`config.mk`:
```
export PLATFORM = sky130hd
export DESIGN_NAME = hazard_ctrl
export DESIGN_NICKNAME = d
export VERILOG_FILES = /design/src/rtl/hazard_pkg.sv /design/src/rtl/sat_counter.sv /design/src/rtl/hazard_ctrl.sv
export SDC_FILE = /design/constraint.sdc
export NUM_CORES = 1
export LEC_CHECK = 0
export BUFFER_PORTS_ARGS = -buffer_cell sky130_fd_sc_hd__buf_2
export CORE_MARGIN = 2
export CORE_UTILIZATION = 48
export DETAILED_ROUTE_END_ITERATION = 6
export HOLD_SLACK_MARGIN = 0.03
export PLACE_DENSITY = 0.82
export SETUP_SLACK_MARGIN = 0.2
export SLEW_MARGIN = 20
export SYNTH_ARGS = -nofsm -noshare
export SYNTH_HDL_FRONTEND = slang
export SYNTH_SLANG_ARGS = --single-unit
```
`constraint.sdc`:
```
create_clock -name clk_i -period 2.05 [get_ports clk_i]
set_clock_uncertainty 0.15 [all_clocks]
set_input_delay 0.1025 -clock clk_i [delete_from_list [all_inputs] [get_ports clk_i]]
set_output_delay 0.1025 -clock clk_i [all_outputs]
set_load 0.05 [all_outputs]
```
`src/rtl/hazard_pkg.sv`:
```
// Shared constants for the hazard controller: opcodes, decoder
// Ctrl bundle bit positions, FSM states and source-use helpers.
package hazard_pkg;

  localparam logic [6:0] OP_RTYPE  = 7'b0110011;
  localparam logic [6:0] OP_ITYPE  = 7'b0010011;
  localparam logic [6:0] OP_LOAD   = 7'b0000011;
  localparam logic [6:0] OP_STORE  = 7'b0100011;
  localparam logic [6:0] OP_BRANCH = 7'b1100011;

  localparam int REGWRITE = 0;
  localparam int MEM2REG  = 1;
  localparam int MEMREAD  = 2;
  localparam int MEMWRITE = 3;
  localparam int ALUOP_LO = 4;
  localparam int ALUOP_HI = 5;
  localparam int ALUSRC   = 6;

  typedef enum logic [1:0] {
    ST_RUN,
    ST_STALL,
    ST_FREEZE
  } state_e;

  function automatic logic uses_rs1(
    input logic [6:0] op
  );
    return (op == OP_RTYPE) || (op == OP_STORE) ||
           (op == OP_BRANCH) || (op == OP_ITYPE) ||
           (op == OP_LOAD);
  endfunction

  function automatic logic uses_rs2(
    input logic [6:0] op
  );
    return (op == OP_RTYPE) || (op == OP_STORE) ||
           (op == OP_BRANCH);
  endfunction

endpackage

```
`src/rtl/sat_counter.sv`:
```
// Saturating event counter with synchronous clear.
// Holds at all-ones once full.
module sat_counter #(
  parameter int W = 32
) (
  input  logic         clk_i,
  input  logic         clr_i,
  input  logic         inc_i,
  output logic [W-1:0] cnt_o
);

  logic [W-1:0] cnt_q, cnt_d;

  always_comb begin
    cnt_d = cnt_q;
    if (inc_i && (cnt_q != '1)) begin
      cnt_d = cnt_q + 1'b1;
    end
  end

  always_ff @(posedge clk_i) begin
    if (clr_i) begin
      cnt_q <= '0;
    end else begin
      cnt_q <= cnt_d;
    end
  end

  assign cnt_o = cnt_q;

endmodule

```
`src/rtl/hazard_ctrl.sv`:
```
// Hazard controller: load-use / branch-operand stalls, dmem freeze,
// watchdog. HAZARD_CTRL_PERF_EN adds saturating perf counters.
module hazard_ctrl
  import hazard_pkg::*;
#(
  parameter int MAX_WAIT = 64,
  parameter int CNT_W    = 32
) (
  input  logic       clk_i,
  input  logic       rst_i,
  input  logic [6:0] ifid_op_i,
  input  logic [4:0] ifid_rs1_i,
  input  logic [4:0] ifid_rs2_i,
  input  logic       idex_memread_i,
  input  logic       idex_regwrite_i,
  input  logic [4:0] idex_rd_i,
  input  logic       exmem_memread_i,
  input  logic [4:0] exmem_rd_i,
  input  logic       branch_taken_i,
  input  logic       dmem_stall_i,
  output logic       noop_o,
  output logic       pc_write_o,
  output logic       ifid_write_o,
  output logic       ifid_flush_o,
  output logic       freeze_o,
  output logic       timeout_o
`ifdef HAZARD_CTRL_PERF_EN
  ,
  output logic [CNT_W-1:0] bubble_cnt_o,
  output logic [CNT_W-1:0] flush_cnt_o,
  output logic [CNT_W-1:0] freeze_cnt_o
`endif
);

  localparam int WW = $clog2(MAX_WAIT + 1);
  localparam logic [WW-1:0] WMAX = WW'(MAX_WAIT);

  state_e state_q, state_d;
  state_e ret_q, ret_d, eff;
  logic [1:0] bub_q, bub_d;
  logic [WW-1:0] wait_q, wait_d;
  logic tmo_q, tmo_d;

  logic u1, u2, beq;
  logic hit_ex, hit_mem;
  logic [1:0] need;

  always_comb begin
    u1  = uses_rs1(ifid_op_i) && (ifid_rs1_i != 5'd0);
    u2  = uses_rs2(ifid_op_i) && (ifid_rs2_i != 5'd0);
    beq = (ifid_op_i == OP_BRANCH);
    hit_ex  = (u1 && (ifid_rs1_i == idex_rd_i)) ||
              (u2 && (ifid_rs2_i == idex_rd_i));
    hit_mem = (u1 && (ifid_rs1_i == exmem_rd_i)) ||
              (u2 && (ifid_rs2_i == exmem_rd_i));
    need = 2'd0;
    if (beq && hit_ex && idex_memread_i) begin
      need = 2'd2;
    end else if (hit_ex && idex_memread_i) begin
      need = 2'd1;
    end else if (beq && hit_ex && idex_regwrite_i) begin
      need = 2'd1;
    end else if (beq && hit_mem && exmem_memread_i) begin
      need = 2'd1;
    end
  end

  always_comb begin
    state_d      = state_q;
    ret_d        = ret_q;
    bub_d        = bub_q;
    noop_o       = 1'b0;
    pc_write_o   = 1'b1;
    ifid_write_o = 1'b1;
    ifid_flush_o = 1'b0;
    freeze_o     = 1'b0;
    // a released freeze behaves exactly like the state it interrupted
    eff = (state_q == ST_FREEZE) ? ret_q : state_q;
    if (dmem_stall_i) begin
      freeze_o     = 1'b1;
      pc_write_o   = 1'b0;
      ifid_write_o = 1'b0;
      state_d      = ST_FREEZE;
      if (state_q != ST_FREEZE) begin
        ret_d = state_q;
      end
    end else if (eff == ST_STALL) begin
      noop_o       = 1'b1;
      pc_write_o   = 1'b0;
      ifid_write_o = 1'b0;
      bub_d   = (bub_q == 2'd0) ? 2'd0 : bub_q - 2'd1;
      state_d = (bub_q <= 2'd1) ? ST_RUN : ST_STALL;
    end else begin
      state_d = ST_RUN;
      unique case (need)
        2'd2: begin
          noop_o       = 1'b1;
          pc_write_o   = 1'b0;
          ifid_write_o = 1'b0;
          state_d      = ST_STALL;
          bub_d        = 2'd1;
        end
        2'd1: begin
          noop_o       = 1'b1;
          pc_write_o   = 1'b0;
          ifid_write_o = 1'b0;
        end
        default: begin
          ifid_flush_o = branch_taken_i;
        end
      endcase
    end
    if (rst_i) begin
      noop_o       = 1'b1;
      pc_write_o   = 1'b0;
      ifid_write_o = 1'b0;
      ifid_flush_o = 1'b1;
      freeze_o     = 1'b0;
    end
  end

  always_comb begin
    wait_d = '0;
    if (dmem_stall_i) begin
      wait_d = (wait_q == WMAX) ? wait_q : wait_q + 1'b1;
    end
    tmo_d = tmo_q || (wait_d == WMAX);
  end

  always_ff @(posedge clk_i) begin
    if (rst_i) begin
      state_q <= ST_RUN;
      ret_q   <= ST_RUN;
      bub_q   <= 2'd0;
      wait_q  <= '0;
      tmo_q   <= 1'b0;
    end else begin
      state_q <= state_d;
      ret_q   <= ret_d;
      bub_q   <= bub_d;
      wait_q  <= wait_d;
      tmo_q   <= tmo_d;
    end
  end

  assign timeout_o = tmo_q;

`ifdef HAZARD_CTRL_PERF_EN
  sat_counter #(.W(CNT_W)) u_bub_cnt (
    .clk_i (clk_i),
    .clr_i (rst_i),
    .inc_i (noop_o),
    .cnt_o (bubble_cnt_o)
  );

  sat_counter #(.W(CNT_W)) u_flush_cnt (
    .clk_i (clk_i),
    .clr_i (rst_i),
    .inc_i (ifid_flush_o),
    .cnt_o (flush_cnt_o)
  );

  sat_counter #(.W(CNT_W)) u_frz_cnt (
    .clk_i (clk_i),
    .clr_i (rst_i),
    .inc_i (freeze_o),
    .cnt_o (freeze_cnt_o)
  );
`else
  logic [CNT_W-1:0] perf_unused;
  assign perf_unused = '0;
`endif

endmodule
```
==> summary.md <==
| Metric | Value |
|---|---|
| Initial drt markers | `27` |
| GP Congestion | `0.8628` |
| Critical path buffers and inverters | `2` |
| Mux contribution to synthesized area | `0` |
| Wirelength, routed | `2914 µm` |
| Clk Latency, worst-skew pair | `270 ps` |
| Crit path kind | `in2out` |
| TritonCTS Sinks | `14` |
| Vias in the first global route | `1,199` |
| PwrDens | `447.3 nW/µm²` |
| Rows | `17` |
| Rel. slew slack | `0.7106` |
| First-pass GRT wire length | `4843 µm` |
| Hold Path Sink | `state_q[0]` |
| Fin. Hold Viols | `0` |
| First-pass DRT Iterations | `4` |
| Max-slew violations | `0` |
| Worst setup margin | `-45.77 ps` |
| Crit start category | `input pin` |
| Mapped Area | `1065 µm²` |
| Max stage delay on crit path | `540 ps` |
| Initial Util | `0.4956` |
| Hold Crit Class | `in2reg` |
| Top Family by Delay on Critical Path | `simple AND/OR/NAND/NOR gates` |
| Synth Area in Adders | `0.02350` |
| CTS buffer count | `3` |
| Initial antenna violation count | `0` |
| Synth Instances | `134` |
| Critical Path RT | `1800 ps` |
| GRT Total Usage | `0.2407` |
| Final setup viols | `4` |
| Worst Reg-to-Reg Cells | `5` |
| Longest Clk Path Bufs | `2` |
| Final Cycle Share | `1.022` |
| Final HPWL DP | `2226 µm` |
| Final Non-Filler Cells | `211` |
| Crit-path max FO | `3` |
| Largest net degree at the start of global routing | `12` |
| Post-Synth Simple-Gate Area | `0.2620` |
| Port buffer count | `39` |
| Syn_nets | `170` |
| Hold depth | `2` |
| Area growth syn-to-layout | `39.01%` |
| Vias/cell | `5.483` |
| Post-synthesis compound-gate area fraction | `0.1927` |
| Clock slew at reported path FFs | `80 ps` |
| Max-Cap Viols | `0` |
| Fraction of layout cells with a size suffix above 1 | `0.3497` |
| Fmax | `477.2 MHz` |
| Via count | `1,157` |
| Num ports | `40` |
| YS warnings | `0` |
| CTS tree | `built` |
| CP Capture Type | `primary output` |
| HP Start | `dmem_stall_i` |
| Total power draw | `662.1 µW` |
| Yosys reg bits | `14` |
| Synth Area in XOR/XNOR | `0.2056` |
| DRT antenna net count | `0` |
| Outcome | `finished, violations left` |
| RR Endpoint | `timeout_o` |
| Seq/Total Area, Yosys | `0.2632` |
| Leakage | `0.0006478 µW` |
| Unrepaired setup endpoints after global routing | `yes` |
| R2R Setup Slk | `330 ps` |
| Nets | `220` |
| Mean Syn Cell Area | `7.946 µm²` |
| Die X | `51.10 µm` |
| FF-to-FF Start | `wait_q[2]` |
| Core area | `2148 µm²` |
| DIE AREA | `2611 µm²` |
| H-Tree Depth | `1` |
| Worst-path cell chain | `buf_6 > or4_4 > o211ai_2 > nor3_2 > or3b_4 > o31a_4 > buf_8` |
| Slew @ Worst Pin | `430.2 ps` |
| Root Buffer | `clkbuf_4` |
| Largest family of logic cells by synthesized area | `simple AND/OR/NAND/NOR gates` |
| Critical-path top delay cell | `or4_4` |
| Antenna fix cells | `0` |
| Die Height | `51.10 µm` |
| WHS | `46.15 ps` |
| Worst VDD drop | `0.3835 mV` |
| Wirelength per Cell | `13.81 µm` |
| Inst Count DP | `203` |
| Tmin final | `2096 ps` |
| DRC | `0` |
| Failing checks | `setup timing` |
| Crit path DAT | `1840 ps` |
| Remaining global-route overflow | `0` |
| Netlist cell types | `38` |
-- worst register-to-register path, cell delays in order (launching register included) --
cell and delay [ps]:
dfxtp_1 390, nor4_2 310, nand3_1 260, nor2_1 150, a31oi_1 70, o41ai_1 300
-- logic make-up (layout without fill, tap and decap cells) --
group | count (synthesis) | in the layout
and+or+nand+nor | 53 | 53
AOI/OAI and AO/OA | 26 | 26
DFF | 14 | 14
xor gates and xnor gates | 25 | 25
buffers and inverters | 14 | 63
adders and majority gates | 2 | 2
-- synthesized netlist by cell type (all sizes together) --
library cell / n / area (µm²)
nand2: 11 / 41.29
ha: 2 / 25.02
o311ai: 1 / 8.760
clkbuf: 3 / 11.26
a22oi: 1 / 7.510
a31oi: 3 / 18.77
nor2: 12 / 45.04
o31a: 1 / 8.760
nor4: 3 / 18.77
a21o: 1 / 7.510
a211oi: 1 / 7.510
and2: 1 / 6.260
xnor2: 15 / 131.4
or4: 1 / 11.26
a31o: 1 / 8.760
o2111a: 1 / 11.26
buf: 1 / 7.510
nand2b: 1 / 6.260
a41o: 1 / 10.01
and4bb: 1 / 12.51
nor3: 6 / 30.03
nand3: 8 / 40.04
o211a: 2 / 20.02
nor4bb: 1 / 10.01
dfxtp: 14 / 280.3
a21oi: 5 / 25.02
o21ai: 3 / 15.01
nor2b: 2 / 12.51
o221a: 1 / 11.26
o21a: 1 / 7.510
or3b: 1 / 11.26
nand4: 4 / 25.02
o211ai: 1 / 12.51
inv: 10 / 37.54
xor2: 10 / 87.58
nor4b: 1 / 8.760
o41ai: 2 / 25.03
-- layout by cell type, fill, tap and decap left out, types with 2 or more instances in the layout --
cell type and n:
buf_2 33, xnor2_1 15, dfxtp_1 14, nor2_1 12
inv_1 10, nand2_1 10, xor2_1 10, buf_4 9
nand3_1 8, nor3_1 5, a21oi_1 5, buf_6 5
nand4_1 4, o21ai_0 3, a31oi_1 3, clkbuf_4 3
nor2b_1 2, o211a_1 2, ha_1 2
-- registers in the layout, indices dropped and copies added, names as in the netlist --
signal	count
wait_q	7
timeout_o	1
state_q	2
ret_q	2
bub_q	2
-- routing by layer --
layer	part of all wire	up-vias	global-route usage
li1	-	580	-
met1	0.41	540	0.2536
met2	0.54	31	0.4610
met3	0.035	6	0.04094
met4	0.020	0	0.1036
met5	0	-	0
-- report_power, final --
part | switching [µW] | internal [µW]
Clock | 84.1 | 108
Combinational | 101 | 91.1
Sequential | 3.14 | 275
-- what timing repair did --
action,in CTS,in global routing
resized for setup,13,2
buffers inserted,2,1
pin swaps,4,2
hold endpoints to repair,2,0
hold buffers,1,0
cloned,0,0
setup endpoints to repair,4,5
-- worst max path at each step --
stage                              from           end  slack, ps  cells past startpoint
final                     ifid_rs2_i[1]        noop_o        -50                      7
after global routing      ifid_rs2_i[1]  ifid_write_o        -80                      8
after CTS                 ifid_rs2_i[1]        noop_o        -30                      7
after detailed placement  ifid_rs2_i[1]    pc_write_o       -140                      7
after global placement    ifid_rs2_i[1]  ifid_write_o       -120                      7
after floorplan           ifid_rs2_i[1]    pc_write_o       -380                      6
-- metrics by stage --
stage / TNS [ps] / utilization / setup WS, ps / cell area, µm²
3_5_place_dp: -461.0 / 0.6278 / -139.2 / 1349
3_3_place_gp: -411.4 / 0.6278 / -122.2 / 1349
2_1_floorplan: -546.3 / - / -377.5 / 1096
4_1_cts: -48.09 / 0.6797 / -31.74 / 1460
5_1_grt: -271.3 / 0.6890 / -76.87 / 1480
6_report: -105.2 / 0.6890 / -45.77 / 1480
-- area by class of cell --
type | instances | area [µm²]
timing repair buffer | 49 | 314.1
tap | 28 | 35.03
sequential | 14 | 280.3
multi-input combinational | 106 | 777.0
fill | 174 | 668.1
inverter | 10 | 37.54
clock buffer | 4 | 36.28
(Power assumes the default switching activity.)
